### config.mk
export PLATFORM = sky130hd
export DESIGN_NAME = mode_select_commit
export DESIGN_NICKNAME = d
export VERILOG_FILES = /design/src/rtl/mode_select_commit.sv
export SDC_FILE = /design/constraint.sdc
export NUM_CORES = 1
export LEC_CHECK = 0
export ABC_AREA = 1
export CAP_MARGIN = 5
export CORE_MARGIN = 1
export CORE_UTILIZATION = 52
export CTS_CLUSTER_DIAMETER = 150
export DETAILED_ROUTE_END_ITERATION = 7
export MAX_ROUTING_LAYER = met4
export PLACE_DENSITY = 0.88
export RECOVER_POWER = 25
export SYNTH_ARGS = -nofsm -noshare
export SYNTH_HDL_FRONTEND = slang
export SYNTH_SLANG_ARGS = --single-unit
### constraint.sdc
create_clock -name clk -period 1.7 [get_ports clk]
set_input_delay 0.34 -clock clk [delete_from_list [all_inputs] [get_ports clk]]
set_output_delay 0.34 -clock clk [all_outputs]
set_load 0.005 [all_outputs]
### src/rtl/mode_select_commit.sv
// mode_select_commit: debounce-and-commit of the priority-encoded button press.
// Qualifies a stable press, hands it to the pattern engine over req/ack and
// waits for a stable release before accepting the next press.
// Ports: clk, rst (async, high) | code[2:0], z from encoder (async to clk)
//        req, req_mode[2:0] / ack handshake to pattern engine
//        mode[2:0] committed mode, commit_count[7:0], state[1:0] debug
module mode_select_commit #(
  parameter int         STABLE_CYCLES = 4,
  parameter logic [2:0] DEFAULT_MODE  = 3'd0
) (
  input  logic       clk,
  input  logic       rst,
  input  logic [2:0] code,
  input  logic       z,
  output logic       req,
  output logic [2:0] req_mode,
  input  logic       ack,
  output logic [2:0] mode,
  output logic [7:0] commit_count,
  output logic [1:0] state
);

  localparam int CW = $clog2(STABLE_CYCLES + 1);
  localparam logic [CW-1:0] CMAX = CW'(STABLE_CYCLES);
  localparam logic [CW-1:0] ONE  = CW'(1);

  typedef enum logic [1:0] {
    IDLE    = 2'd0,
    QUALIFY = 2'd1,
    REQ     = 2'd2,
    RELEASE = 2'd3
  } state_t;

  state_t        st, st_n;
  logic [CW-1:0] cnt, cnt_n, cnt_inc;
  logic [2:0]    cand, cand_n;
  logic          req_n;
  logic [2:0]    req_mode_n;
  logic [2:0]    mode_n;
  logic [7:0]    count_n;

  // {z, code}; idle value is "no button"
  logic [3:0] s1, s2;
  logic       z_s;
  logic [2:0] code_s;

  assign z_s    = s2[3];
  assign code_s = s2[2:0];

  always_ff @(posedge clk or posedge rst) begin
    if (rst) begin
      s1 <= 4'b1000;
      s2 <= 4'b1000;
    end else begin
      s1 <= {z, code};
      s2 <= s1;
    end
  end

  // saturating increment
  assign cnt_inc = (cnt == CMAX) ? cnt : cnt + ONE;

  always_comb begin
    st_n       = st;
    cnt_n      = cnt;
    cand_n     = cand;
    req_n      = req;
    req_mode_n = req_mode;
    mode_n     = mode;
    count_n    = commit_count;
    unique case (st)
      IDLE: begin
        if (!z_s) begin
          cand_n = code_s;
          cnt_n  = ONE;
          st_n   = QUALIFY;
        end
      end
      QUALIFY: begin
        if (z_s) begin
          cnt_n = '0;
          st_n  = IDLE;
        end else if (code_s != cand) begin
          cand_n = code_s;
          cnt_n  = ONE;
        end else if (cnt_inc == CMAX) begin
          cnt_n = '0;
          if (cand == mode) begin
            st_n = RELEASE;
          end else begin
            req_n      = 1'b1;
            req_mode_n = cand;
            st_n       = REQ;
          end
        end else begin
          cnt_n = cnt_inc;
        end
      end
      REQ: begin
        // inputs ignored so a qualified press is never dropped
        if (ack) begin
          mode_n  = req_mode;
          req_n   = 1'b0;
          count_n = commit_count + 8'd1;
          cnt_n   = '0;
          st_n    = RELEASE;
        end
      end
      RELEASE: begin
        if (!z_s) begin
          cnt_n = '0;
        end else if (cnt_inc == CMAX) begin
          cnt_n = '0;
          st_n  = IDLE;
        end else begin
          cnt_n = cnt_inc;
        end
      end
    endcase
  end

  always_ff @(posedge clk or posedge rst) begin
    if (rst) begin
      st           <= IDLE;
      cnt          <= '0;
      cand         <= 3'd0;
      req          <= 1'b0;
      req_mode     <= 3'd0;
      mode         <= DEFAULT_MODE;
      commit_count <= 8'd0;
    end else begin
      st           <= st_n;
      cnt          <= cnt_n;
      cand         <= cand_n;
      req          <= req_n;
      req_mode     <= req_mode_n;
      mode         <= mode_n;
      commit_count <= count_n;
    end
  end

  assign state = st;

endmodule

* Word-level counts from Yosys, hierarchy flattened
Index checks and enable logic that the tools add are counted.
Operators by class: multiply operators 0, div/mod/pow operators 0, $lt $le $gt $ge 0, bitwise gates (word level) 3, add/subtract/negate cells 2, multiplexer cells 27, reduce and logical (&&, ||, !) cells 9, eq/ne operators 18, shift operators 0
Operator list (number):
- $mux 3 | 10
- $ne 2x2->1 const B | 9
- $mux 2 | 7
- $pmux 3 s4 | 1
- $reduce_and 6->1 | 2
- $add 8x1->8 const B | 1
- $pmux 2 s4 | 1
- $eq 3x3->1 const B | 2
- $mux 1 | 6
- $ne 3x3->1 const B | 2
- $pmux 3 s2 | 1
- $reduce_and 5->1 | 1
- $eq 2x2->1 const B | 2
- $reduce_and 2->1 | 2
- $reduce_and 4->1 | 1
- $reduce_bool 2->1 | 2
- $add 3x1->3 const B | 1
- $eq 3x3->1 | 1
- $ne 3x3->1 | 1
- $not 1->1 | 3
- $eq 2x1->1 const B | 1
- $logic_not 2->1 | 1
- $pmux 1 s2 | 1
Storage, ports and cells: bits in registers 31, memories 0, ROM bits 0, memory bits (writable) 0, latch bits 0

* Longest topological paths before layout
depth in word-level cells 7, depth in mapped cells 12, gate-level depth less buffers 12

* Worst setup path before layout
No wires, ideal clock.
kind register to register, start point reg cnt[0], end point reg st[0], in the netlist state[0], required time 1583 ps, cell stages (with the launch flop) 13, arrival time 1327 ps, clock period less this slack 1444 ps, slack 256 ps, buffers on the path 0, cell sequence dfrtp_1 -> inv_1 -> ha_1 -> nand2_1 -> nand2_1 -> nand2_1 -> nand3_2 -> nand2_1 -> nand2_1 -> nand2_1 -> nand2_1 -> nand2_1 -> nand2_1
Between the ends: longest elaborated chain between the ends 5
RTL lines:
- start, declared | RTL line 35 | logic [CW-1:0] cnt, cnt_n, cnt_inc;
- start signal, assigned | RTL line 133 | cnt <= cnt_n;
- $add 3x1->3 or $eq 3x3->1 (tied branches) | RTL line 61 | assign cnt_inc = (cnt == CMAX) ? cnt : cnt + ONE;
- $mux 3 (*) | RTL line 61
- $eq 3x3->1 (*) | RTL line 86, 112
- $ne 3x3->1 (no line) or $ne 2x2->1 (tied branches)
- $reduce_and 6->1 (no line) (*)
- end signal, assigned | RTL line 132 | st <= st_n;
- end, declared | RTL line 34 | state_t st, st_n;
Mark *: on every way between the ends. The rest lies on a longest branch, timed or not. A chain may end at the register's enable or synchronous reset.

* Worst setup path in the final report
start point reg commit_count[4], end point out commit_count[4]
RTL lines:
- start, declared | RTL line 19 | output logic [7:0] commit_count,
- start signal, assigned | RTL line 138 | commit_count <= count_n;
No word-level cell between the ends.

==> impl_metrics.toml <==
[outcome]
status = "completed"

[setup_path]
cpPeakStageDelay_ns = 0.53
crit_path_max_fanout = 4
crit_family = "buffers and inverters"
path_cells = "clkdlybuf4s50_1"
crit_slowest_cell = "clkdlybuf4s50_1"
startpoint_type = "flop"
end_kind = "output pin"
cp_num_buf_inv = 1
startpoint = "commit_count[4]"
worstPathArrival_ns = 1.29
crit_required_ns = 1.36
crit_type = "reg2out"
timing.rr.start = "cnt[0]"

[synth]
synth_nets = 166
netlist_top_cells_area = "dfrtp_1 50%, nand2_1 10%, inv_1 4.9%"
syn_inst = 156
yosys_warnings = 0
syn_avg_cell_area_um2 = 9.34
ys_ff_latch = 31
synth_area_mm2 = 0.00146
synth_cell_types = 24
yosysSeqAreaShare_pct = 53.4
synth_top_area_share_pct = 49.8
synth_area_leader_cell = "dfrtp_1"

[detailed_routing]
dr_total_vias = 1162
drtAntennaViolNets = 0
drc = 0
drt_iter0_markers = 29
wirelength_um = 2910
viasPerCell = 5.28
first_pass_iters = 4
wl_per_cell_um = 13.2

[clock_network]
clk_latency_ns = 0.33
h-tree-depth = 2
numCtsBuffers = 5
clkSlewWorstSetupHoldPaths_ns = 0.09
cts_tree = "done"
cts_root_buf = "clkbuf_4"
clock_sinks = 31
ctsHoldBuffers = 0
max-clock-path-buffers = 2

[cells_and_area]
multi_input_area_um2 = 606
layout_commonest_cell = "nand2_1"
syn_to_final_growth_pct = 25.7
final_cell_mix = "38 x nand2_1, 26 x dfrtp_1, 19 x inv_1, 18 x clkdlybuf4s50_1, 13 x o21ai_0"
fin_util_pct = 71.3
nets = 199
instances_no_fill = 220
fillCellCount = 208
stdcell_area_mm2 = 0.00183
antenna_cells = 0
drive_gt1_share_pct = 17.4
register_area_um2 = 782

[power]
power.share.clock_pct = 18.7
ir_worst_vdd_mv = 0.977
sw_frac_of_total_pct = 37.8
p_comb_share_pct = 39.5
net-switching-power_mw = 0.956
seqPwrFrac_pct = 41.8
power_density_mw_per_mm2 = 1380
cell_internal_pwr_mw = 1.57
p_leak_nw = 0.859

[global_routing]
grtUsageMet1_pct = 28.8
top_usage_layer = "met2"
grt_use_met2_pct = 40.0
grt_pass1_vias = 1167
grt.overflow.total = 0
grt_pass1_wl_um = 4910
grt_use_met3_pct = 7.65
grt_max_degree = 32
antenna_found_initial = 0
track_usage_pct = 25.1

[timing]
setup_tns_ns = 0
tightest_slew_ns = 0.702
maxSlewHeadroom_pct = 53.2
fin_ws_ns = 0.0658
final.period_utilization_pct = 96.1
fmaxAchievable_mhz = 612
setup_viol = 0
finalClockSkew_ns = 0.00918
hold_viol = 0
min_period_ns = 1.63
slew_violations = 0

[placed_design]
place_inst = 211
gp_congestion = 0.880
portBuffers = 23
dp.final_hpwl_um = 2220
dp_worst_setup_slack_ns = 0.00278
post_dp_cell_area_mm2 = 0.00174

[floorplan]
start_util_pct = 56.7
coreArea_mm2 = 0.00257
die_y_um = 54.9
die_x_um = 54.9
dieArea_mm2 = 0.00302
rows = 18
io_pins = 24

[min_path]
min_from = "s1[2]"
hold_class = "reg2reg"

[flow_run]
drv_cap = 0
[stage by stage]
| stage | power [mW] | hold slack [ns] |
|---|---|---|
| 5_1_grt | 2.72 | 0.364 |
| 3_3_place_gp | 1.94 | 0.332 |
| 6_report | 2.53 | 0.361 |
| 3_5_place_dp | 2.01 | 0.346 |
| 4_1_cts | 2.51 | 0.365 |
| 2_1_floorplan | 1.68 | 0.331 |
[final cells by class]
cell class	count	share of cell area [%]
Timing Repair Buffer	27	14.1
Clock buffer	8	3.76
Multi-Input combinational cell	103	33.1
Sequential cell	31	42.7
Tap cell	30	2.05
Inverter	21	4.31
[cell usage after synthesis (all sizes together)]
cell    number
o22ai        1
buf          1
dfrtp       29
nand3b       1
nand2       40
nand3       13
xnor2        7
nor3         1
o21ai       15
a31oi        2
nand4        2
nor2        12
inv         21
a21oi        1
dfstp        2
xor2         5
ha           3
[state kept, by name, summed over array words and instances, names as in the netlist, named ones only]
register and flops:
req_mode 3, mode 3, cnt 3, cand 3, commit_count 8, req 1
state 1, s1 4, s2 4
[timing repair]
action / CTS / global route
setup endpoints to repair: 1 / 6
pin swaps: 0 / 0
endpoints found under the hold margin: 0 / 0
buffers inserted: 1 / 0
gates resized for setup: 1 / 6
[cell families after synthesis]
kind of cell | after synthesis | share of synthesized area (%)
simple gates | 69 | 23.5
flops | 31 | 53.4
buf+inv | 22 | 6.19
compound gates | 19 | 7.04
xor+xnor | 12 | 7.22
fa+ha+maj | 3 | 2.58
[path summary, 6_finish.rpt]
path                                        end  slack, ns  cells after the start
worst max-delay path            commit_count[4]       0.07                      1
worst min-delay path                      s2[2]       0.36                      0
worst max register to register             flop       0.09                     11
worst min register to register            s2[2]       0.36                      0
max in group asynchronous             async pin       0.56                      3
min in group asynchronous                cnt[2]       0.64                      3
[power by group through the flow]
stage / Combinational [mW] / Clock (mW) / Sequential, mW
2_1_floorplan: 0.641 / 0 / 1.04
3_3_place_gp: 0.865 / 0 / 1.08
3_5_place_dp: 0.919 / 0 / 1.09
4_1_cts: 0.967 / 0.492 / 1.05
5_1_grt: 1.11 / 0.524 / 1.08
6_report: 0.998 / 0.473 / 1.06
[metal layers]
metal  part of all wire (%)  routed length [um]
met1                     42                1210
met2                     52                1510
met3                    4.7                 138
met4                    1.8                  52
met5                      0                   0
No activity file was read; power rests on OpenSTA's default activity.
